==> src/rtl/saed32_64x8_req_ctrl_if.sv <==
// Per-channel client interface of the SAED32 64x8 request front-end:
// valid/ready request path plus valid/ready read-response path.
interface saed32_64x8_req_ctrl_if #(
    parameter int ADDR_W = 6,
    parameter int DATA_W = 8
);
    logic              req_valid;
    logic              req_ready;
    logic              req_we;
    logic [ADDR_W-1:0] req_addr;
    logic [DATA_W-1:0] req_wdata;
    logic [DATA_W-1:0] req_wmask;
    logic              rsp_valid;
    logic              rsp_ready;
    logic [DATA_W-1:0] rsp_rdata;

    modport master (
        output req_valid, req_we, req_addr, req_wdata, req_wmask, rsp_ready,
        input  req_ready, rsp_valid, rsp_rdata
    );

    modport slave (
        input  req_valid, req_we, req_addr, req_wdata, req_wmask, rsp_ready,
        output req_ready, rsp_valid, rsp_rdata
    );
endinterface

==> src/rtl/saed32_64x8_req_ctrl.sv <==
// Dual-channel request front-end for the SAED32 64x8 dual-port SRAM wrapper:
// collision arbitration with alternating priority and credit-limited response FIFOs.
module saed32_64x8_req_ctrl #(
    parameter int ADDR_W    = 6,
    parameter int DATA_W    = 8,
    parameter int RSP_DEPTH = 4
) (
    input  logic                  CLK,
    input  logic                  RST,
    saed32_64x8_req_ctrl_if.slave ch0,
    saed32_64x8_req_ctrl_if.slave ch1,
    output logic                  CE0,
    output logic                  CE1,
    output logic                  WE0,
    output logic                  WE1,
    output logic [ADDR_W-1:0]     A0,
    output logic [ADDR_W-1:0]     A1,
    output logic [DATA_W-1:0]     D0,
    output logic [DATA_W-1:0]     D1,
    output logic [DATA_W-1:0]     WEM0,
    output logic [DATA_W-1:0]     WEM1,
    input  logic [DATA_W-1:0]     Q0,
    input  logic [DATA_W-1:0]     Q1
);
    localparam int PTR_W = $clog2(RSP_DEPTH);
    localparam int CNT_W = PTR_W + 1;

    logic [1:0]        req_v;
    logic [1:0]        req_we;
    logic [ADDR_W-1:0] req_addr  [2];
    logic [DATA_W-1:0] req_wdata [2];
    logic [DATA_W-1:0] req_wmask [2];
    logic [DATA_W-1:0] q_in      [2];
    logic [1:0]        rsp_r;

    logic [1:0]        req_rdy;
    logic [1:0]        ce;
    logic [1:0]        can_rd;
    logic [1:0]        loser;
    logic              collision;

    logic              prio_q, prio_d;
    logic [1:0]        inflight_q, inflight_d;
    logic [PTR_W-1:0]  wr_ptr_q [2];
    logic [PTR_W-1:0]  wr_ptr_d [2];
    logic [PTR_W-1:0]  rd_ptr_q [2];
    logic [PTR_W-1:0]  rd_ptr_d [2];
    logic [CNT_W-1:0]  cnt_q    [2];
    logic [CNT_W-1:0]  cnt_d    [2];
    logic [DATA_W-1:0] fifo_q   [2][RSP_DEPTH];

    logic [1:0]        push;
    logic [1:0]        pop;
    logic [1:0]        rsp_v;
    logic [DATA_W-1:0] rdata    [2];

    assign req_v[0]     = ch0.req_valid;
    assign req_v[1]     = ch1.req_valid;
    assign req_we[0]    = ch0.req_we;
    assign req_we[1]    = ch1.req_we;
    assign req_addr[0]  = ch0.req_addr;
    assign req_addr[1]  = ch1.req_addr;
    assign req_wdata[0] = ch0.req_wdata;
    assign req_wdata[1] = ch1.req_wdata;
    assign req_wmask[0] = ch0.req_wmask;
    assign req_wmask[1] = ch1.req_wmask;
    assign rsp_r[0]     = ch0.rsp_ready;
    assign rsp_r[1]     = ch1.rsp_ready;
    assign q_in[0]      = Q0;
    assign q_in[1]      = Q1;

    // Read/read to the same word is harmless on a dual-port macro; only writes collide.
    assign collision = (&req_v) & (req_addr[0] == req_addr[1]) & (|req_we);
    assign loser     = prio_q ? 2'b01 : 2'b10;
    assign prio_d    = prio_q ^ collision;

    // Credit counts both buffered entries and the read whose data is still on Q.
    always_comb begin
        can_rd  = '0;
        req_rdy = '0;
        ce      = '0;
        for (int c = 0; c < 2; c++) begin
            can_rd[c]  = (cnt_q[c] + CNT_W'(inflight_q[c])) < CNT_W'(RSP_DEPTH);
            req_rdy[c] = ~RST & ~(collision & loser[c]) & (req_we[c] | can_rd[c]);
            ce[c]      = req_v[c] & req_rdy[c];
        end
    end

    assign inflight_d = ce & ~req_we;

    assign CE0  = ce[0];
    assign CE1  = ce[1];
    assign WE0  = ce[0] & req_we[0];
    assign WE1  = ce[1] & req_we[1];
    assign A0   = ce[0] ? req_addr[0]  : '0;
    assign A1   = ce[1] ? req_addr[1]  : '0;
    assign D0   = ce[0] ? req_wdata[0] : '0;
    assign D1   = ce[1] ? req_wdata[1] : '0;
    assign WEM0 = (ce[0] & req_we[0]) ? req_wmask[0] : '0;
    assign WEM1 = (ce[1] & req_we[1]) ? req_wmask[1] : '0;

    assign ch0.req_ready = req_rdy[0];
    assign ch1.req_ready = req_rdy[1];

    assign push = inflight_q;

    always_comb begin
        rsp_v = '0;
        pop   = '0;
        for (int c = 0; c < 2; c++) begin
            rsp_v[c]    = (cnt_q[c] != '0);
            pop[c]      = rsp_v[c] & rsp_r[c];
            rdata[c]    = fifo_q[c][rd_ptr_q[c]];
            wr_ptr_d[c] = wr_ptr_q[c] + PTR_W'(push[c]);
            rd_ptr_d[c] = rd_ptr_q[c] + PTR_W'(pop[c]);
            cnt_d[c]    = cnt_q[c];
            if (push[c] & ~pop[c]) begin
                cnt_d[c] = cnt_q[c] + CNT_W'(1);
            end else if (pop[c] & ~push[c]) begin
                cnt_d[c] = cnt_q[c] - CNT_W'(1);
            end
        end
    end

    assign ch0.rsp_valid = rsp_v[0];
    assign ch1.rsp_valid = rsp_v[1];
    assign ch0.rsp_rdata = rdata[0];
    assign ch1.rsp_rdata = rdata[1];

    always_ff @(posedge CLK or posedge RST) begin
        if (RST) begin
            prio_q     <= 1'b0;
            inflight_q <= '0;
            for (int c = 0; c < 2; c++) begin
                wr_ptr_q[c] <= '0;
                rd_ptr_q[c] <= '0;
                cnt_q[c]    <= '0;
            end
        end else begin
            prio_q     <= prio_d;
            inflight_q <= inflight_d;
            for (int c = 0; c < 2; c++) begin
                wr_ptr_q[c] <= wr_ptr_d[c];
                rd_ptr_q[c] <= rd_ptr_d[c];
                cnt_q[c]    <= cnt_d[c];
            end
        end
    end

    // Entry storage needs no reset: validity is carried entirely by cnt_q.
    always_ff @(posedge CLK) begin
        for (int c = 0; c < 2; c++) begin
            if (push[c]) begin
                fifo_q[c][wr_ptr_q[c]] <= q_in[c];
            end
        end
    end
endmodule
==> src/flat_wrapper.sv <==
// flat-port wrapper written by rule: the top's interface ports become plain ports
module saed32_64x8_req_ctrl_flat 
#(
    parameter int ADDR_W    = 6,
    parameter int DATA_W    = 8,
    parameter int RSP_DEPTH = 4
)
  (CLK, RST, CE0, CE1, WE0, WE1, A0, A1, D0, D1, WEM0, WEM1, Q0, Q1, ch0_req_valid, ch0_req_we, ch0_req_addr, ch0_req_wdata, ch0_req_wmask, ch0_rsp_ready, ch0_req_ready, ch0_rsp_valid, ch0_rsp_rdata, ch1_req_valid, ch1_req_we, ch1_req_addr, ch1_req_wdata, ch1_req_wmask, ch1_rsp_ready, ch1_req_ready, ch1_rsp_valid, ch1_rsp_rdata);
  saed32_64x8_req_ctrl_if #(.ADDR_W(ADDR_W), .DATA_W(DATA_W)) ch0_i ();
  saed32_64x8_req_ctrl_if #(.ADDR_W(ADDR_W), .DATA_W(DATA_W)) ch1_i ();
  input  logic CLK;
  input  logic RST;
  output logic CE0;
  output logic CE1;
  output logic WE0;
  output logic WE1;
  output logic [ADDR_W-1:0] A0;
  output logic [ADDR_W-1:0] A1;
  output logic [DATA_W-1:0] D0;
  output logic [DATA_W-1:0] D1;
  output logic [DATA_W-1:0] WEM0;
  output logic [DATA_W-1:0] WEM1;
  input  logic [DATA_W-1:0] Q0;
  input  logic [DATA_W-1:0] Q1;
  input wire logic [$bits(ch0_i.req_valid)-1:0] ch0_req_valid;
  input wire logic [$bits(ch0_i.req_we)-1:0] ch0_req_we;
  input wire logic [$bits(ch0_i.req_addr)-1:0] ch0_req_addr;
  input wire logic [$bits(ch0_i.req_wdata)-1:0] ch0_req_wdata;
  input wire logic [$bits(ch0_i.req_wmask)-1:0] ch0_req_wmask;
  input wire logic [$bits(ch0_i.rsp_ready)-1:0] ch0_rsp_ready;
  output wire logic [$bits(ch0_i.req_ready)-1:0] ch0_req_ready;
  output wire logic [$bits(ch0_i.rsp_valid)-1:0] ch0_rsp_valid;
  output wire logic [$bits(ch0_i.rsp_rdata)-1:0] ch0_rsp_rdata;
  input wire logic [$bits(ch1_i.req_valid)-1:0] ch1_req_valid;
  input wire logic [$bits(ch1_i.req_we)-1:0] ch1_req_we;
  input wire logic [$bits(ch1_i.req_addr)-1:0] ch1_req_addr;
  input wire logic [$bits(ch1_i.req_wdata)-1:0] ch1_req_wdata;
  input wire logic [$bits(ch1_i.req_wmask)-1:0] ch1_req_wmask;
  input wire logic [$bits(ch1_i.rsp_ready)-1:0] ch1_rsp_ready;
  output wire logic [$bits(ch1_i.req_ready)-1:0] ch1_req_ready;
  output wire logic [$bits(ch1_i.rsp_valid)-1:0] ch1_rsp_valid;
  output wire logic [$bits(ch1_i.rsp_rdata)-1:0] ch1_rsp_rdata;
  assign ch0_i.req_valid = ch0_req_valid;
  assign ch0_i.req_we = ch0_req_we;
  assign ch0_i.req_addr = ch0_req_addr;
  assign ch0_i.req_wdata = ch0_req_wdata;
  assign ch0_i.req_wmask = ch0_req_wmask;
  assign ch0_i.rsp_ready = ch0_rsp_ready;
  assign ch0_req_ready = ch0_i.req_ready;
  assign ch0_rsp_valid = ch0_i.rsp_valid;
  assign ch0_rsp_rdata = ch0_i.rsp_rdata;
  assign ch1_i.req_valid = ch1_req_valid;
  assign ch1_i.req_we = ch1_req_we;
  assign ch1_i.req_addr = ch1_req_addr;
  assign ch1_i.req_wdata = ch1_req_wdata;
  assign ch1_i.req_wmask = ch1_req_wmask;
  assign ch1_i.rsp_ready = ch1_rsp_ready;
  assign ch1_req_ready = ch1_i.req_ready;
  assign ch1_rsp_valid = ch1_i.rsp_valid;
  assign ch1_rsp_rdata = ch1_i.rsp_rdata;
  saed32_64x8_req_ctrl #(.ADDR_W(ADDR_W), .DATA_W(DATA_W), .RSP_DEPTH(RSP_DEPTH)) u_core (.CLK(CLK), .RST(RST), .ch0(ch0_i), .ch1(ch1_i), .CE0(CE0), .CE1(CE1), .WE0(WE0), .WE1(WE1), .A0(A0), .A1(A1), .D0(D0), .D1(D1), .WEM0(WEM0), .WEM1(WEM1), .Q0(Q0), .Q1(Q1));
endmodule
==> config.mk <==
export PLATFORM = sky130hd
export DESIGN_NAME = saed32_64x8_req_ctrl_flat
export DESIGN_NICKNAME = d
export VERILOG_FILES = /design/src/rtl/saed32_64x8_req_ctrl_if.sv /design/src/rtl/saed32_64x8_req_ctrl.sv /design/src/flat_wrapper.sv
export SDC_FILE = /design/constraint.sdc
export NUM_CORES = 1
export LEC_CHECK = 0
export BUFFER_PORTS_ARGS = -buffer_cell sky130_fd_sc_hd__buf_2
export CAP_MARGIN = 20
export CORE_UTILIZATION = 45
export DETAILED_ROUTE_END_ITERATION = 8
export PLACE_DENSITY = 0.75
export SLEW_MARGIN = 15
export SYNTH_ARGS = -nofsm -noshare
export SYNTH_HDL_FRONTEND = slang
export SYNTH_SLANG_ARGS = --single-unit
==> constraint.sdc <==
create_clock -name CLK -period 5.1 [get_ports CLK]
set_input_delay 0.255 -clock CLK [delete_from_list [all_inputs] [get_ports CLK]]
set_output_delay 0.255 -clock CLK [all_outputs]
set_load 0.1 [all_outputs]
==> impl_metrics.tcl <==
set metrics [dict create \
    n_fill_cell 646 \
    synth-main-ff-cell "edfxtp_1" \
    wl_mm 7.343 \
    post_cts_resize_count 0 \
    ant_nets 0 \
    grt_max_degree 26 \
    synthDistinctLibCells 28 \
    crit_path_end_kind "output port" \
    synth_area_sq_um 3695 \
    max_cap_viol_count 0 \
    crit_top_cell "buf_2" \
    power_uw 2629 \
    fmax_mhz 384.9 \
    viasPerCell 4.958 \
    synth_nets 331 \
    synth.most_common_cell "edfxtp_1" \
    track_usage_pct 18.05 \
    yosysWarnings 0 \
    clockBufferDepth 2 \
    antenna_found_initial 0 \
    die_h_um 92.61 \
    worstMarginPinSlew_ns 0.8068 \
    multiInputGateArea_sq_um 1234 \
    synthTopCellsByArea "edfxtp_1, dfrtp_1, mux4_2" \
    yosysSeqAreaShare_pct 63.53 \
    critPathLaunch "ch1_req_we" \
    clk_pin_slew_ns 0.08 \
    cp_max_fo 25 \
    synth_top_area_cell "edfxtp_1" \
    yosys-top-cells-count "edfxtp_1, nand2_1, nor2_1, and3_1, dfrtp_1" \
    finalClockSkew_ns 0.008626 \
    dieArea_sq_um 8577 \
    cts.hold.buffers_added 0 \
    r2r_start "u_core.cnt_q[0]" \
    slowest_delay_ns 0.68 \
    placement_rows 32 \
    layout-drive-gt1-share_pct 44.42 \
    critPathRequiredTime_ns 4.85 \
    start_kind "primary input" \
    cts_tree "yes" \
    htreeDepth 3 \
    powerDensity_nw_per_um2 566.3 \
    place_congestion 0.9400 \
    r2r_slack_ns 3.03 \
    yosysTopAreaCellShare_pct 52.01 \
    total_leakage_power_uw 0.002087 \
    hp-class "primary input to asynchronous set/reset pin" \
    syn_avg_cell_area_sq_um 14.60 \
    core_area_sq_um 7848 \
    synthArstFlopShare_pct 20.99 \
    maxSlewViolCount 0 \
    numCtsBuffers 9 \
    wl_per_cell_um 14.80 \
    setup_violations 0 \
    rsz0062_at_grt "no" \
    cp.arrival_ns 2.34 \
    drc 0 \
    syn_inst 253 \
    synth_edf_count 64 \
    clock_sinks 81 \
    portBuffers 135 \
    via_count 2459 \
    syn2layout_area_growth_pct 25.63 \
    die_width_um 92.61 \
    start_util_pct 47.08 \
    relSlewSlack_pct 46.16 \
    hold_violations 0 \
    drt_iter0_drc 78 \
    cp_top_family "simple AND/OR/NAND/NOR gates" \
    finalSetupTns_ns 0 \
    slowest_stage "nor3b_4" \
    run_status "complete, no violations" \
    diodes 0 \
    cts_setup_buffers 0 \
    timing.final.crit_share_pct 50.94 \
    fin_crit_ns 2.598 \
    insertion_delay_ns 0.33 \
    path_cells "buf_2, o2111ai_1, nor4_1, ha_1, nor3b_4, and3_1, buf_2" \
    overflow 0 \
    first_global_vias 2483 \
    register_area_sq_um 2347 \
    vdd_ir_drop_max_mv 0.2002 \
    yosys_register_bits 81 \
    grt_pass1_wl_mm 11.73 \
    root_buffer "clkbuf_8" \
    path_class "primary input to output port" \
    ioPinCount 136 \
    nets 467 \
    dp_hpwl_mm 5.505 \
    crit_buf_inv 2 \
    drtPass1Iterations 4 \
]
==> worst paths after layout <==
check	cells past startpoint	end
max reg2reg	8	u_core.cnt_q[2]
min reg2reg	1	u_core.cnt_q[2]
min in group CLK	1	u_core.fifo_q[0][21]
max in group asynchronous	2	u_core.rd_ptr_q[0]
max	7	WEM0[5]
min	2	u_core.inflight_q[1]
==> cell type report <==
| class | instances | share of cell area [%] |
|---|---|---|
| clock inverter | 7 | 1.995 |
| clock buffer | 9 | 2.668 |
| timing repair buffer | 137 | 14.88 |
| inverter | 7 | 0.5660 |
| multi-input combinational | 153 | 26.58 |
| sequential | 81 | 50.57 |
| tap | 102 | 2.749 |
==> layout by cell type (no fill, tap or decap), types with 3 or more instances in the layout <==
cell / n
xnor2_1: 6
nor3b_1: 4
nor2b_1: 4
nor2_1: 32
nand2_1: 32
and3_1: 18
mux4_2: 16
buf_2: 135
inv_1: 7
xor2_1: 10
clkbuf_8: 9
nand3_1: 3
dfrtp_1: 17
ha_1: 8
edfxtp_1: 64
==> flip-flops by register name, indices dropped and copies added (netlist names) <==
signal             count
u_core.prio_q          1
u_core.wr_ptr_q        4
u_core.cnt_q           6
u_core.fifo_q         64
u_core.rd_ptr_q        4
u_core.inflight_q      2
==> logic make-up (layout without fill, tap and decap cells) <==
group | count (synthesis) | in the layout | synth area share, %
AND/OR/NAND/NOR | 106 | 106 | 14.39
buffers and inverters | 19 | 160 | 3.082
multiplexers | 20 | 20 | 11.18
adder cells (fa/ha/maj) | 10 | 10 | 3.793
XOR/XNOR | 16 | 16 | 3.793
AO/OA/AOI/OAI | 1 | 1 | 0.2371
flip-flops | 81 | 81 | 63.53
==> metrics by stage <==
stage | setup WS [ns] | std cells | util (%) | hold WS [ns] | instance area, sq um
final | 2.502 | 496 | 59.15 | 0.09459 | 4642
after global routing | 2.304 | 496 | 59.15 | 0.1116 | 4642
after CTS | 2.473 | 496 | 59.15 | 0.1099 | 4642
after detailed placement | 2.506 | 480 | 56.39 | 0.4733 | 4425
after global placement | 2.541 | 480 | 56.39 | 0.4533 | 4425
after floorplan | 1.943 | 253 | - | 0.1811 | 3695
==> layer usage <==
metal | global-route usage, % | part of all wire, % | vias up
met2 | 31.17 | 51 | 107
met4 | 6.154 | 1.6 | 0
li1 | - | - | 1182
met3 | 4.105 | 6.8 | 10
met5 | 0 | 0 | -
met1 | 22.38 | 40 | 1160
==> power by group <==
group	leakage [uW]	internal [uW]	total, uW	switching [uW]
combinational	0.00120	289	1210	917
sequential	0.000778	801	930	129
clock	0.000105	276	493	217
(Power assumes the default switching activity.)
